[src/rtl/cpu_pkg.sv]
`default_nettype none
// =====================================================================
// cpu_pkg : opcodes, instruction fields and sequencer states
// Rev 1.0
// =====================================================================
package cpu_pkg;

   localparam int WORD_W = 16;

   localparam logic [2:0] OP_MV  = 3'b000;
   localparam logic [2:0] OP_MVI = 3'b001;
   localparam logic [2:0] OP_ADD = 3'b010;
   localparam logic [2:0] OP_SUB = 3'b011;

   localparam int OPC_HI = 8;
   localparam int OPC_LO = 6;
   localparam int RX_HI  = 5;
   localparam int RX_LO  = 3;
   localparam int RY_HI  = 2;
   localparam int RY_LO  = 0;

   typedef enum logic [2:0] {
      S_IDLE  = 3'd0,
      S_ISSUE = 3'd1,
      S_EXEC  = 3'd2,
      S_DONE  = 3'd3,
      S_ERR   = 3'd4
   } seq_state_t;

   function automatic logic [2:0] opcode_of(input logic [WORD_W-1:0] instr);
      return instr[OPC_HI:OPC_LO];
   endfunction

endpackage
`default_nettype wire

[src/rtl/cpu_prog_sequencer_if.sv]
`default_nettype none
// =====================================================================
// cpu_prog_sequencer_if : din/run/done instruction handshake to the CPU
// Rev 1.0
// =====================================================================
interface cpu_prog_sequencer_if;
   import cpu_pkg::*;

   logic              cpu_run;
   logic [WORD_W-1:0] cpu_din;
   logic              cpu_done;

   modport master (output cpu_run, output cpu_din, input  cpu_done);
   modport slave  (input  cpu_run, input  cpu_din, output cpu_done);
endinterface
`default_nettype wire

[src/rtl/prog_mem.sv]
`default_nettype none
// =====================================================================
// prog_mem : program register file, sync write, two async read ports
// Rev 1.0
// =====================================================================
module prog_mem
   import cpu_pkg::*;
#(
   parameter int DEPTH  = 16,
   parameter int ADDR_W = 4
) (
   input  wire                clk,
   input  wire                we,
   input  wire [ADDR_W-1:0]   waddr,
   input  wire [WORD_W-1:0]   wdata,
   input  wire [ADDR_W-1:0]   raddr0,
   input  wire [ADDR_W-1:0]   raddr1,
   output logic [WORD_W-1:0]  rdata0,
   output logic [WORD_W-1:0]  rdata1
);

   logic [WORD_W-1:0] mem [DEPTH];

   always_ff @(posedge clk) begin
      if (we) begin
         mem[waddr] <= wdata;
      end
   end

   assign rdata0 = mem[raddr0];
   assign rdata1 = mem[raddr1];

endmodule
`default_nettype wire

[src/rtl/cpu_prog_sequencer.sv]
`default_nettype none
// =====================================================================
// cpu_prog_sequencer : issues a loaded program to the multicycle CPU
// Rev 1.0
// =====================================================================
module cpu_prog_sequencer
   import cpu_pkg::*;
#(
   parameter int DEPTH      = 16,
   parameter int ADDR_W     = 4,
   parameter int WDOG_LIMIT = 4
) (
   input  wire                  clk,
   input  wire                  resetn,
   input  wire                  load_we,
   input  wire [ADDR_W-1:0]     load_addr,
   input  wire [WORD_W-1:0]     load_data,
   input  wire [ADDR_W:0]       prog_len,
   input  wire                  start,
   cpu_prog_sequencer_if.master cpu,
   output logic                 busy,
   output logic                 finished,
   output logic                 error,
   output logic [ADDR_W:0]      pc,
   output logic [15:0]          instr_count
);

   localparam int WD_W = (WDOG_LIMIT > 1) ? $clog2(WDOG_LIMIT) : 1;

   seq_state_t        state, state_nx;
   logic [ADDR_W:0]   len_q, len_nx, pc_nx, pc_plus1, pc_step;
   logic [15:0]       count_nx;
   logic [WD_W-1:0]   wdog_q, wdog_nx;
   logic [WORD_W-1:0] word_cur, word_imm, din_c;
   logic              run_q, idle_like, mem_we, is_mvi, trunc_mvi;

   assign idle_like = (state == S_IDLE) || (state == S_DONE) || (state == S_ERR);
   assign mem_we    = load_we && idle_like;
   assign pc_plus1  = pc + (ADDR_W+1)'(1);
   assign is_mvi    = (opcode_of(word_cur) == OP_MVI);
   // An mvi whose immediate lies past the program end cannot be completed
   assign trunc_mvi = is_mvi && (pc_plus1 >= len_q);
   assign pc_step   = is_mvi ? (ADDR_W+1)'(2) : (ADDR_W+1)'(1);

   prog_mem #(
      .DEPTH  (DEPTH),
      .ADDR_W (ADDR_W)
   ) u_prog_mem (
      .clk    (clk),
      .we     (mem_we),
      .waddr  (load_addr),
      .wdata  (load_data),
      .raddr0 (pc[ADDR_W-1:0]),
      .raddr1 (pc_plus1[ADDR_W-1:0]),
      .rdata0 (word_cur),
      .rdata1 (word_imm)
   );

   always_ff @(posedge clk) begin
      if (!resetn) begin
         state <= S_IDLE;
      end else begin
         state <= state_nx;
      end
   end

   always_comb begin
      state_nx = state;
      len_nx   = len_q;
      pc_nx    = pc;
      count_nx = instr_count;
      wdog_nx  = wdog_q;
      case (state)
         S_IDLE, S_DONE, S_ERR: begin
            if (start) begin
               len_nx   = prog_len;
               pc_nx    = '0;
               count_nx = '0;
               state_nx = (prog_len == '0) ? S_DONE : S_ISSUE;
            end
         end
         S_ISSUE: begin
            wdog_nx  = '0;
            state_nx = trunc_mvi ? S_ERR : S_EXEC;
         end
         S_EXEC: begin
            if (cpu.cpu_done) begin
               count_nx = (instr_count == 16'hFFFF) ? instr_count : instr_count + 16'd1;
               pc_nx    = pc + pc_step;
               state_nx = (pc_nx >= len_q) ? S_DONE : S_ISSUE;
            end else if (wdog_q == WD_W'(WDOG_LIMIT - 1)) begin
               state_nx = S_ERR;
            end else begin
               wdog_nx = wdog_q + WD_W'(1);
            end
         end
         default: state_nx = S_IDLE;
      endcase
   end

   // Status outputs are registered from the next state so they align with it
   always_ff @(posedge clk) begin
      if (!resetn) begin
         len_q       <= '0;
         pc          <= '0;
         instr_count <= '0;
         wdog_q      <= '0;
         run_q       <= 1'b0;
         busy        <= 1'b0;
         finished    <= 1'b0;
         error       <= 1'b0;
      end else begin
         len_q       <= len_nx;
         pc          <= pc_nx;
         instr_count <= count_nx;
         wdog_q      <= wdog_nx;
         run_q       <= (state_nx == S_ISSUE) || (state_nx == S_EXEC);
         busy        <= (state_nx == S_ISSUE) || (state_nx == S_EXEC);
         finished    <= (state_nx == S_DONE);
         error       <= (state_nx == S_ERR);
      end
   end

   always_comb begin
      din_c = '0;
      if (state == S_ISSUE) begin
         din_c = word_cur;
      end else if ((state == S_EXEC) && is_mvi) begin
         din_c = word_imm;
      end
   end

   assign cpu.cpu_run = run_q;
   assign cpu.cpu_din = din_c;

endmodule
`default_nettype wire

[src/flat_wrapper.sv]
// flat-port wrapper written by rule: the top's interface ports become plain ports
module cpu_prog_sequencer_flat import cpu_pkg::*;
#(
   parameter int DEPTH      = 16,
   parameter int ADDR_W     = 4,
   parameter int WDOG_LIMIT = 4
)
  (clk, resetn, load_we, load_addr, load_data, prog_len, start, busy, finished, error, pc, instr_count, cpu_cpu_run, cpu_cpu_din, cpu_cpu_done);
  cpu_prog_sequencer_if cpu_i ();
  input  wire clk;
  input  wire resetn;
  input  wire load_we;
  input  wire [ADDR_W-1:0] load_addr;
  input  wire [WORD_W-1:0] load_data;
  input  wire [ADDR_W:0] prog_len;
  input  wire start;
  output logic busy;
  output logic finished;
  output logic error;
  output logic [ADDR_W:0] pc;
  output logic [15:0] instr_count;
  output wire logic [$bits(cpu_i.cpu_run)-1:0] cpu_cpu_run;
  output wire logic [$bits(cpu_i.cpu_din)-1:0] cpu_cpu_din;
  input wire logic [$bits(cpu_i.cpu_done)-1:0] cpu_cpu_done;
  assign cpu_cpu_run = cpu_i.cpu_run;
  assign cpu_cpu_din = cpu_i.cpu_din;
  assign cpu_i.cpu_done = cpu_cpu_done;
  cpu_prog_sequencer #(.DEPTH(DEPTH), .ADDR_W(ADDR_W), .WDOG_LIMIT(WDOG_LIMIT)) u_core (.clk(clk), .resetn(resetn), .load_we(load_we), .load_addr(load_addr), .load_data(load_data), .prog_len(prog_len), .start(start), .cpu(cpu_i), .busy(busy), .finished(finished), .error(error), .pc(pc), .instr_count(instr_count));
endmodule
[config.mk]
export PLATFORM = sky130hd
export DESIGN_NAME = cpu_prog_sequencer_flat
export DESIGN_NICKNAME = d
export VERILOG_FILES = /design/src/rtl/cpu_pkg.sv /design/src/rtl/cpu_prog_sequencer_if.sv /design/src/rtl/prog_mem.sv /design/src/rtl/cpu_prog_sequencer.sv /design/src/flat_wrapper.sv
export SDC_FILE = /design/constraint.sdc
export NUM_CORES = 1
export LEC_CHECK = 0
export BUFFER_PORTS_ARGS = -buffer_cell sky130_fd_sc_hd__buf_2
export CAP_MARGIN = 20
export CELL_PAD_IN_SITES_DETAIL_PLACEMENT = 2
export CELL_PAD_IN_SITES_GLOBAL_PLACEMENT = 2
export CORE_ASPECT_RATIO = 1.1
export CORE_UTILIZATION = 45
export DETAILED_ROUTE_END_ITERATION = 16
export PLACE_DENSITY = 0.74
export SKIP_LAST_GASP = 1
export SYNTH_ARGS = -nofsm -noshare
export SYNTH_HDL_FRONTEND = slang
export SYNTH_SLANG_ARGS = --single-unit
[constraint.sdc]
create_clock -name clk -period 8.86 [get_ports clk]
set_input_delay 0.443 -clock clk [delete_from_list [all_inputs] [get_ports clk]]
set_output_delay 0.443 -clock clk [all_outputs]
set_load 0.1 [all_outputs]
### Word level (Yosys, flattened, before mapping)

Memories as Yosys holds them, arrays and structs flattened. A register that Yosys moved wholly into a read port is not among the register bits.
Index checks and enable logic that the tools add are counted.

| storage, ports and cells | value |
|---|---|
| register bits | 34 |
| memory bits (writable) | 256 |
| bits of input ports | 30 |
| memories | 1 |

| operators by class | value |
|---|---|
| add/sub/neg operators | 4 |
| $lt $le $gt $ge | 2 |
| equality and inequality tests | 16 |
| muxes and demuxes | 24 |
| reductions and logical operators | 15 |

Memory list:

| memory | depth | width | rd ports | clocked after Yosys merged registers in | write ports | RTL line | text |
|---|---|---|---|---|---|---|---|
| u_core.u_prog_mem.mem | 16 | 16 | 2 | 1 | 1 | prog_mem.sv:22 | `logic [WORD_W-1:0] mem [DEPTH];` |

Operator list:

| cell | number |
|---|---|
| $mux W16 | 5 |
| $pmux W16 S2 | 1 |
| $add A16 B1 Y16 const B | 1 |
| $eq A16 B16 Y1 const B | 1 |
| $eq A3 B2 Y1 const B | 4 |
| $mux W3 | 4 |
| $ge A5 B5 Y1 | 2 |
| $mux W2 | 5 |
| $mux W5 | 2 |
| $ne A2 B2 Y1 const B | 5 |
| $pmux W5 S2 | 1 |
| $eq A3 B1 Y1 const B | 3 |
| $pmux W3 S3 | 1 |
| $mux W4 | 2 |
| $eq A3 B3 Y1 const B | 2 |
| $reduce_and A3 Y1 | 2 |
| $add A5 B1 Y5 const B | 1 |
| $add A5 B5 Y5 | 1 |
| $logic_not A5 Y1 | 1 |
| $pmux W2 S2 | 1 |
| $reduce_and A4 Y1 | 1 |
| $reduce_bool A2 Y1 | 2 |
| $logic_and A1 B1 Y1 | 3 |
| $logic_not A3 Y1 | 1 |
| 6 further kinds | 9 |

### Logic depth before layout (Yosys ltp)

Gate-level depths: netlist (run 1).

| logic depth | value |
|---|---|
| depth after elaboration | 9 |
| depth in mapped cells | 20 |
| gate-level depth less buffers | 18 |

### Cells and area by module

Synthesis (run 1) repeated with hierarchy kept, for this count alone.

| second synthesis, totals | value |
|---|---|
| cells, all modules | 838 |
| area, all modules | 14,043.5 µm² |

By module, submodules not included:

| module | times used | cells each | area each (µm²) | seq. area each (µm²) |
|---|---|---|---|---|
| prog_mem | 1 | 553 | 11,728.7 | 7,687.4 |
| cpu_prog_sequencer | 1 | 285 | 2,314.7 | 680.7 |

### Least setup slack after synthesis (run 1)

No wires, ideal clock.

| timing path | value |
|---|---|
| path type | reg-to-reg |
| from | register (tool-made name) |
| to | register u_core.run_q, in the netlist u_core.cpu.cpu_run |
| library setup time | 0.116 ns |
| arrival time | 4.195 ns |
| data required time | 8.744 ns |
| slack | 4.549 ns |
| stages on the path, launching flop included | 19 |
| period minus slack after synthesis | 4.311 ns |
| cells stage by stage | dfxtp_1 -> clkbuf_1 -> clkbuf_1 -> mux4_2 -> a22oi_2 -> o221ai_2 -> nor2_1 -> inv_1 -> ha_1 -> fa_1 -> xor2_1 -> ha_1 -> nand2_1 -> o21ai_0 -> a31oi_1 -> o311ai_0 -> o41ai_4 -> xnor2_1 -> and4_1 |

RTL lines:

| item | RTL line | text |
|---|---|---|
| to (signal assigned) | cpu_prog_sequencer.sv:117 | `run_q <= (state_nx == S_ISSUE) \|\| (state_nx == S_EXEC);` |
| to (decl) | cpu_prog_sequencer.sv:35 | `logic run_q, idle_like, mem_we, is_mvi, trunc_mvi;` |

==> results of run 1 <==
-- kinds of logic after synthesis --
| logic type | after synthesis |
|---|---|
| flip-flops | 294 |
| XOR/XNOR | 21 |
| adder cells (fa/ha/maj) | 16 |
| AND/OR/NAND/NOR | 136 |
| AO/OA/AOI/OAI | 66 |
| buffers and inverters | 52 |
| multiplexers | 163 |
-- critical path: cells and delay by family (launching register included) --
family	cells	cell delay, ps
buffers and inverters	2	660
AOI/OAI and AO/OA	6	1550
adders and majority gates	3	1020
and+or+nand+nor	3	520
xor gates and xnor gates	2	350
muxes	1	580
DFF	1	1000
-- worst paths after layout --
path	start	endpoint	slack (ps)	cells past startpoint
worst min-delay path	prog_len[0]	u_core.len_q[0]	150	3
worst max-delay path	flop	u_core.cpu.cpu_run	2990	17
worst max register to register	flop	u_core.cpu.cpu_run	2990	17
worst min register to register	u_core.len_q[2]	u_core.len_q[2]	480	2
-- routing by layer --
metal	up-vias	share of wire, %
met2	325	53
met1	4327	38
met3	66	6.0
li1	3314	-
met4	2	2.7
met5	-	0.033
-- per-stage QoR --
step / utilization [%] / setup slack [ps] / hold slack, ps
floorplan: - / 4550 / 443
global placement: 49.3 / 3220 / 456
detailed placement: 49.3 / 2990 / 471
CTS: 52.6 / 2890 / 129
global route: 52.6 / 2510 / 141
finish: 52.6 / 2990 / 145
-- power by group --
group / internal, mW / total (mW) / leakage, nW / switching (mW)
clock: 0.722 / 1.26 / 0.472 / 0.541
combinational: 0.130 / 0.365 / 1.87 / 0.235
sequential: 1.53 / 1.55 / 2.62 / 0.0218
total: 2.38 / 3.18 / 4.96 / 0.798
-- layout by cell type (no fill, tap or decap), types with 3 or more instances in the layout --
cell type / count
edfxtp_1: 256
a21boi_0: 10
a221oi_1: 5
mux2i_1: 11
nor3_2: 5
nand3_1: 13
nand4_1: 5
clkinv_2: 5
and2_1: 8
clkinv_1: 10
nand2_1: 37
a22oi_1: 3
inv_1: 8
nor2b_1: 7
xnor2_1: 10
nor2_4: 6
o21ai_0: 7
and3_1: 3
nor2_1: 28
buf_2: 70
a21o_1: 5
a21oi_1: 4
dfxtp_1: 35
xor2_1: 9
clkbuf_1: 3
nor2_2: 6
nand2b_1: 4
bufinv_16: 3
buf_4: 19
clkbuf_16: 31
a32o_1: 16
mux4_2: 152
ha_1: 14
-- final cells by class --
type | count | area [um2] | area share [%]
tap | 408 | 510 | 3.25
timing repair buffer | 90 | 504 | 3.21
sequential | 294 | 8450 | 53.8
inverter | 9 | 33.8 | 0.215
clock inverter | 22 | 183 | 1.16
clock buffer | 34 | 787 | 5.01
multi-input combinational | 402 | 5250 | 33.4
-- flip-flops by register name, indices dropped and copies added, names as in the netlist, named ones only --
signal                 count
u_core.finished            1
u_core.state               3
u_core.instr_count        16
u_core.cpu.cpu_run         1
u_core.u_prog_mem.mem    256
u_core.pc                  5
u_core.wdog_q              2
u_core.len_q               5
u_core.error               1
-- synth_stat cells, drive strengths merged (5+ instances only) --
cell | count | area share [%]
xnor2 | 10 | 0.63
dfxtp | 38 | 5.5
mux4 | 152 | 25
nand2 | 37 | 1.0
mux2i | 11 | 0.80
edfxtp | 256 | 56
a221oi | 5 | 0.32
a21boi | 12 | 0.65
nand4 | 5 | 0.23
buf | 20 | 0.78
nor3 | 7 | 0.29
a21o | 5 | 0.27
xor2 | 11 | 0.70
nor2 | 40 | 1.1
ha | 15 | 1.4
a32o | 16 | 1.2
and2 | 8 | 0.36
nor2b | 7 | 0.32
nand3 | 13 | 0.47
clkbuf | 23 | 0.63
inv | 9 | 0.24
o21ai | 9 | 0.33
==> flow_summary.rst, run 1 <==
.. list-table::
   :header-rows: 1

   * - Metric
     - Value
   * - Crit path top cell by count
     - ha_1
   * - Startpoint kind of the worst setup timing path
     - flop
   * - Time the worst path needs with I/O delays and setup
     - about 5900 ps
   * - Finished Cell Area
     - 15,700 um2
   * - Total standard cell area after synthesis
     - about 14,000 um2
   * - Post-synthesis to final-layout area growth
     - 14.0%
   * - Grt met1 use
     - between 30% and 40%
   * - Max IR drop VDD
     - ~160 uV
   * - Post-Place Cells
     - approximately 1,200
   * - CTS root buffer
     - clkbuf_16
   * - Clock tree from TritonCTS
     - yes
   * - Setup bufs post-CTS
     - 0
   * - Aggregate global routing overflow
     - 0
   * - Number of nets in the layout
     - slightly below 900
   * - Antenna fix cells
     - 0
   * - Clk_skew
     - just under 20 ps
   * - Total cell area at the placement stage
     - between 10,000 and 15,000 um2
   * - Dominant combinational cell family by area after synthesis
     - multiplexers
   * - Number of search-and-repair iterations in the first detailed-routing pass
     - 4
   * - Cells after synthesis
     - 748
   * - Total number of placement rows
     - 66
   * - Number of antenna violations at the first check in global routing
     - 1
   * - Area enclosed by the die boundary
     - 31,400 um2
   * - Final count of negative-setup-slack endpoints
     - 0
   * - Synth Area in Simple Gates
     - under 10%
   * - Critical-path maximum fanout
     - 48
   * - Total CTS buffers
     - 31
   * - Busiest metal layer after global routing
     - met2
   * - Distinct cell type count after synthesis
     - 52
   * - Sequential area share after synthesis
     - between 60% and 70%
   * - Number of max-cap violations
     - 0
   * - Total of cells resized after clock tree synthesis
     - 0
   * - Via count of the first global-routing pass
     - 8,839
   * - Met2 demand-to-capacity share in global routing
     - 47.6%
   * - Aggregate global-route resource usage
     - between 20% and 30%
   * - Core area
     - roughly 30,000 um2
   * - Mean Syn Cell Area
     - 18.4 um2
   * - Worst hold path type
     - in -> reg
   * - Clock edge transition at the registers on the reported setup and hold paths
     - ~70 ps
   * - RSZ-0062 raised after global routing
     - no
   * - Number of synthesized register bits
     - between 200 and 300
   * - Number of hold violations in the final report
     - 0
   * - Largest net degree at the start of global routing
     - 70
   * - Max Fclk
     - between 0.15 and 0.2 GHz
   * - I/O Buffers
     - 70
   * - Power density relative to cell area
     - around 200 nW/um2
   * - Outcome
     - finished clean
   * - Compound-Gate Fraction of Synth Area
     - ~4.0%
   * - Starting DRT DRC Count
     - roughly 670
   * - Number of buffers between clock root and the deepest sink
     - 3
   * - Post-route DRC
     - 0
   * - Filler cells
     - roughly 2,600
   * - Source-to-sink clock delay at the later pin of the worst-skew pair
     - roughly 570 ps
   * - Floorplan die height
     - 186 um
   * - Met3 Track Usage GR
     - under 10%
   * - GPL Wtd Cong
     - roughly 0.79
   * - Path type of the worst setup path
     - reg -> reg
   * - Required arrival time at the worst endpoint
     - 9330 ps
   * - Crit path max-delay cell type
     - dfxtp_4
   * - CTS sink cnt
     - between 200 and 300
   * - Tcrit/Tclk final
     - around 66%
   * - Estimated wirelength of the detail-placed design
     - about 24,000 um
   * - Most common flop cell mapped by yosys
     - edfxtp_1
   * - Total via count in the routed design
     - 8,034
   * - Initial standard-cell utilization of the core
     - 46.1%
   * - Total power
     - roughly 3.2 mW
   * - Share of synthesized area spent on multiplexers
     - between 20% and 30%
   * - Kind of end point of the critical path
     - flop
   * - Count of hold buffers inserted by post-cts repair
     - 0
   * - Final Max Slew Viols
     - 0
   * - I/O pin count
     - between 70 and 80
   * - Synthesis warning total
     - 0
   * - Wire per inst
     - about 32 um
   * - Number of nets with antenna violations after routing
     - 0
   * - Aggregate negative setup slack
     - 0 ps
   * - Avg Vias per Cell
     - around 6.4
   * - Fraction of final layout cells with drive strength greater than 1
     - between 30% and 40%
   * - Worst path cell trace
     - buf_4 -> mux4_2 -> a22oi_2 -> o221ai_2 -> nor2_1 -> inv_1 -> ha_1 -> fa_1 -> xor2_1 -> ha_1 -> nand2_1 -> o21ai_0 -> a31oi_1 -> o311ai_0 -> o41ai_4 -> xnor2_1 -> and4_1
   * - Leakage
     - roughly 5 nW
   * - Remaining max-slew budget at the tightest pin
     - about a quarter
   * - Maximum level of the CTS H-tree
     - 1
   * - Xor and xnor area share after synthesis
     - 1.33%
   * - Transition time of the tightest slew-check pin
     - about 1100 ps
   * - Ys async rst share
     - 0%
   * - Number of enable flip-flop cells after synthesis
     - 256
   * - Width of the chip
     - around 170 um
   * - Arrival time at the worst endpoint
     - approximately 6300 ps
   * - Count of placed standard cells in the final layout, fillers left out
     - ~1,300
   * - Wirelength, routed
     - around 40,000 um
   * - Max incr delay on CP
     - 1000 ps
   * - First-pass GRT wire length
     - a little under 60,000 um
   * - Adder-cell share of the synthesized area
     - around 1.5%
   * - Mapped Nets
     - around 790
No activity file was read; power rests on OpenSTA's default activity.
==> run 2: changes to the inputs <==
CORE_UTILIZATION = 43   (was 45)
clock period = 4.97 ns   (was 8.86 ns; I/O delays follow)
==> run 2 against run 1 <==
First-iteration DRC count up 0.30%. Via count up 1.6%. Clock skew up 1.7 ps. Combinational power up 81%. Critical path depth up 2. Sequential power up 78%.
==> flow_summary.rst, run 2 (synthesis gave the netlist of run 1 again) <==
.. list-table::
   :header-rows: 1

   * - Metric
     - Value
   * - Wire per inst
     - 31.7 um (+0.40%)
   * - Estimated wirelength of the detail-placed design
     - 25,000 um (+4.1%)
   * - Starting DRT DRC Count
     - 675 (+0.30%)
   * - Leakage
     - 5.04 nW (+1.6%)
   * - Count of placed standard cells in the final layout, fillers left out
     - 1,282 (+1.8%)
   * - Path type of the worst setup path
     - reg -> reg
   * - Floorplan die height
     - 190 um (+2.3%)
   * - Arrival time at the worst endpoint
     - 4980 ps (-1360 ps)
   * - Filler cells
     - 2,754 (+4.8%)
   * - Number of buffers between clock root and the deepest sink
     - 3 (unchanged)
   * - Avg Vias per Cell
     - 6.37 (-0.25%)
   * - RSZ-0062 raised after global routing
     - no
   * - Switching share of power
     - 25.3% (+0.15 points)
   * - Max IR drop VDD
     - 432 uV (+170%)
   * - Kind of end point of the critical path
     - flop
   * - Number of search-and-repair iterations in the first detailed-routing pass
     - 5 (+1)
   * - Source-to-sink clock delay at the later pin of the worst-skew pair
     - 520 ps (-50 ps)
   * - Beginning of the worst hold path
     - prog_len[3]
   * - Width of the chip
     - 173 um (+2.3%)
   * - Post-synthesis to final-layout area growth
     - 15.2%
   * - Total via count in the routed design
     - 8,160 (+1.6%)
   * - Final Max Slew Viols
     - 0 (unchanged)
   * - Worst hold path type
     - in -> reg
   * - GPL Wtd Cong
     - 0.772 (-2.7%)
   * - Finished Cell Area
     - 15,900 um2 (+1.1%)
   * - Aggregate negative setup slack
     - 0 ps (unchanged)
   * - Cell-internal power
     - 4.36 mW (+83%)
   * - Setup bufs post-CTS
     - 0 (unchanged)
   * - Pre-CTS setup slack
     - 166 ps (-2830 ps)
   * - Number of antenna violations at the first check in global routing
     - 2 (+1)
   * - Clock tree from TritonCTS
     - yes
   * - Post-route DRC
     - 0 (unchanged)
   * - Outcome
     - finished clean
   * - Clk_skew
     - 21.6 ps (+1.75 ps)
   * - First-pass GRT wire length
     - 60,600 um (+2.8%)
   * - Worst path cell trace
     - buf_4 -> mux2i_1 -> a221oi_1 -> a22oi_2 -> o221ai_2 -> nor2_1 -> inv_1 -> ha_1 -> fa_1 -> nand3_1 -> xnor2_1 -> ha_1 -> nand2_1 -> nand3b_1 -> a31oi_1 -> o31ai_1 -> o41ai_4 -> xnor2_1 -> and4_1
   * - CTS sink cnt
     - 294 (unchanged)
   * - Number of nets with antenna violations after routing
     - 0 (unchanged)
   * - Max reg flops
     - 256 (unchanged)
   * - Required arrival time at the worst endpoint
     - 5370 ps (-3960 ps)
   * - NetSw
     - 1.47 mW (+85%)
   * - Buffers and inverters on the worst path
     - 2 (unchanged)
   * - Power density relative to cell area
     - 367 nW/um2 (+82%)
   * - I/O pin count
     - 71 (unchanged)
   * - Aggregate global-route resource usage
     - 25.4% (-0.96 points)
   * - Maximum level of the CTS H-tree
     - 2 (+1)
   * - I/O Buffers
     - 70 (unchanged)
   * - Clock edge transition at the registers on the reported setup and hold paths
     - 60 ps (about the same)
   * - Hold WS
     - 13.1 ps (-132 ps)
   * - Largest regs
     - u_core.u_prog_mem.mem x256, u_core.instr_count x16
   * - Core area
     - 31,500 um2 (+5.3%)
   * - Aggregate global routing overflow
     - 0 (unchanged)
   * - Number of nets in the layout
     - 883 (+1.0%)
   * - Max Fclk
     - 0.218 GHz (+28%)
   * - Final count of negative-setup-slack endpoints
     - 0 (unchanged)
   * - Wirelength, routed
     - 40,600 um (+2.2%)
   * - CTS root buffer
     - clkbuf_16
   * - Number of max-cap violations
     - 0 (unchanged)
   * - Via count of the first global-routing pass
     - 9,048 (+2.4%)
   * - Leading cell type in the layout, fill and taps excluded
     - edfxtp_1
   * - Delay-heaviest family, CP
     - compound AO/OA/AOI/OAI gates
   * - Gate power share
     - 11.3% (-0.2 points)
   * - Portion of total power attributed to sequential cells
     - 47.3% (-1.5 points)
   * - Area enclosed by the die boundary
     - 32,800 um2 (+4.6%)
   * - Total cell area at the placement stage
     - 14,800 um2 (+0.48%)
   * - Total number of placement rows
     - 68 (+3.0%)
   * - Part of the power in the clock network
     - 41.4% (+1.7 points)
   * - Number of hold violations in the final report
     - 0 (unchanged)
   * - Initial standard-cell utilization of the core
     - 43.8% (-2.3 points)
   * - Remaining max-slew budget at the tightest pin
     - 39.6% (+13 points)
   * - Tcrit/Tclk final
     - 92.1% (+26 points)
   * - Max incr delay on CP
     - 530 ps (-470 ps)
   * - Time the worst path needs with I/O delays and setup
     - 4580 ps (-1300 ps)
   * - Startpoint kind of the worst setup timing path
     - flop
   * - Total CTS buffers
     - 34 (+9.7%)
   * - Crit path max-delay cell type
     - dfxtp_4
   * - Critical-path maximum fanout
     - 16 (-67%)
   * - Final setup margin
     - 392 ps (-2590 ps)
   * - Fraction of final layout cells with drive strength greater than 1
     - 37.7% (+0.85 points)
   * - Post-Place Cells
     - 1,220 (+1.5%)
   * - Transition time of the tightest slew-check pin
     - 904 ps (-199 ps)
   * - Most flops, register
     - u_core.u_prog_mem.mem
   * - Largest net degree at the start of global routing
     - 49 (-30%)
   * - Commonest cells after routing, fill and taps aside
     - edfxtp_1 (256), mux4_2 (152), buf_2 (70), nand2_1 (37)
run 2: cell count changes in the layout (fill, tap and decap cells not counted), moves of 2 or more:
cell	delta
buf_4	+5
clkinv_1	-3
clkinv_8	+2
nor2_4	+2
nor2_2	-2
clkbuf_16	+4
run 2: final timing paths:
kind | to | slack [ps] | cells after the start
worst max-delay path | u_core.cpu.cpu_run | 390 | 19
worst min-delay path | u_core.len_q[3] | 10 | 3
worst max register to register | u_core.cpu.cpu_run | 390 | 19
worst min register to register | u_core.len_q[3] | 480 | 2
run 2: tightest hold or removal path, cell delays in order:
cell      delay [ps]
buf_2            100
nand2_1           50
a21boi_0          70
run 2: power groups by stage:
stage	sequential [mW]	clock, mW	combinational [mW]
2_1_floorplan	2.82	0	0.450
3_3_place_gp	2.80	0	0.642
3_5_place_dp	2.81	0	0.666
4_1_cts	2.76	2.46	0.668
5_1_grt	2.76	2.54	0.701
6_report	2.76	2.42	0.660
run 2: per-layer routing:
| metal | share of wire (%) | global-route usage, % | vias up | wire [um] |
|---|---|---|---|---|
| met5 | 0.020 | 0 | - | 8 |
| met4 | 2.9 | 8.27 | 2 | 1170 |
| met3 | 5.0 | 3.32 | 74 | 2040 |
| met2 | 53 | 45.8 | 335 | 21600 |
| met1 | 39 | 31.9 | 4420 | 15800 |
| li1 | - | - | 3329 | - |
run 2: cell type report:
| type | instances | area (um2) | share of cell area (%) |
|---|---|---|---|
| clock buffers | 39 | 891 | 5.60 |
| clock inverters | 21 | 181 | 1.14 |
| repair buffers | 96 | 561 | 3.53 |
| multi-input cells | 402 | 5250 | 33.0 |
| flip-flops and latches | 294 | 8450 | 53.2 |
| diodes | 1 | 2.50 | 0.0157 |
| inverters | 9 | 33.8 | 0.212 |
| well taps | 420 | 526 | 3.31 |
run 2: repair_timing:
item | in CTS | in global routing
endpoints found under the hold margin | 1 | 0
gates resized for setup | 0 | 1
hold buffers | 1 | 0
endpoints found under the setup margin | 0 | 1
run 2: per-stage QoR:
stage          total power, mW  utilization, %
4_1_cts                   5.89            50.5
2_1_floorplan             3.27               -
5_1_grt                   6.00            50.5
3_3_place_gp              3.44            47.1
6_report                  5.83            50.5
3_5_place_dp              3.47            47.1
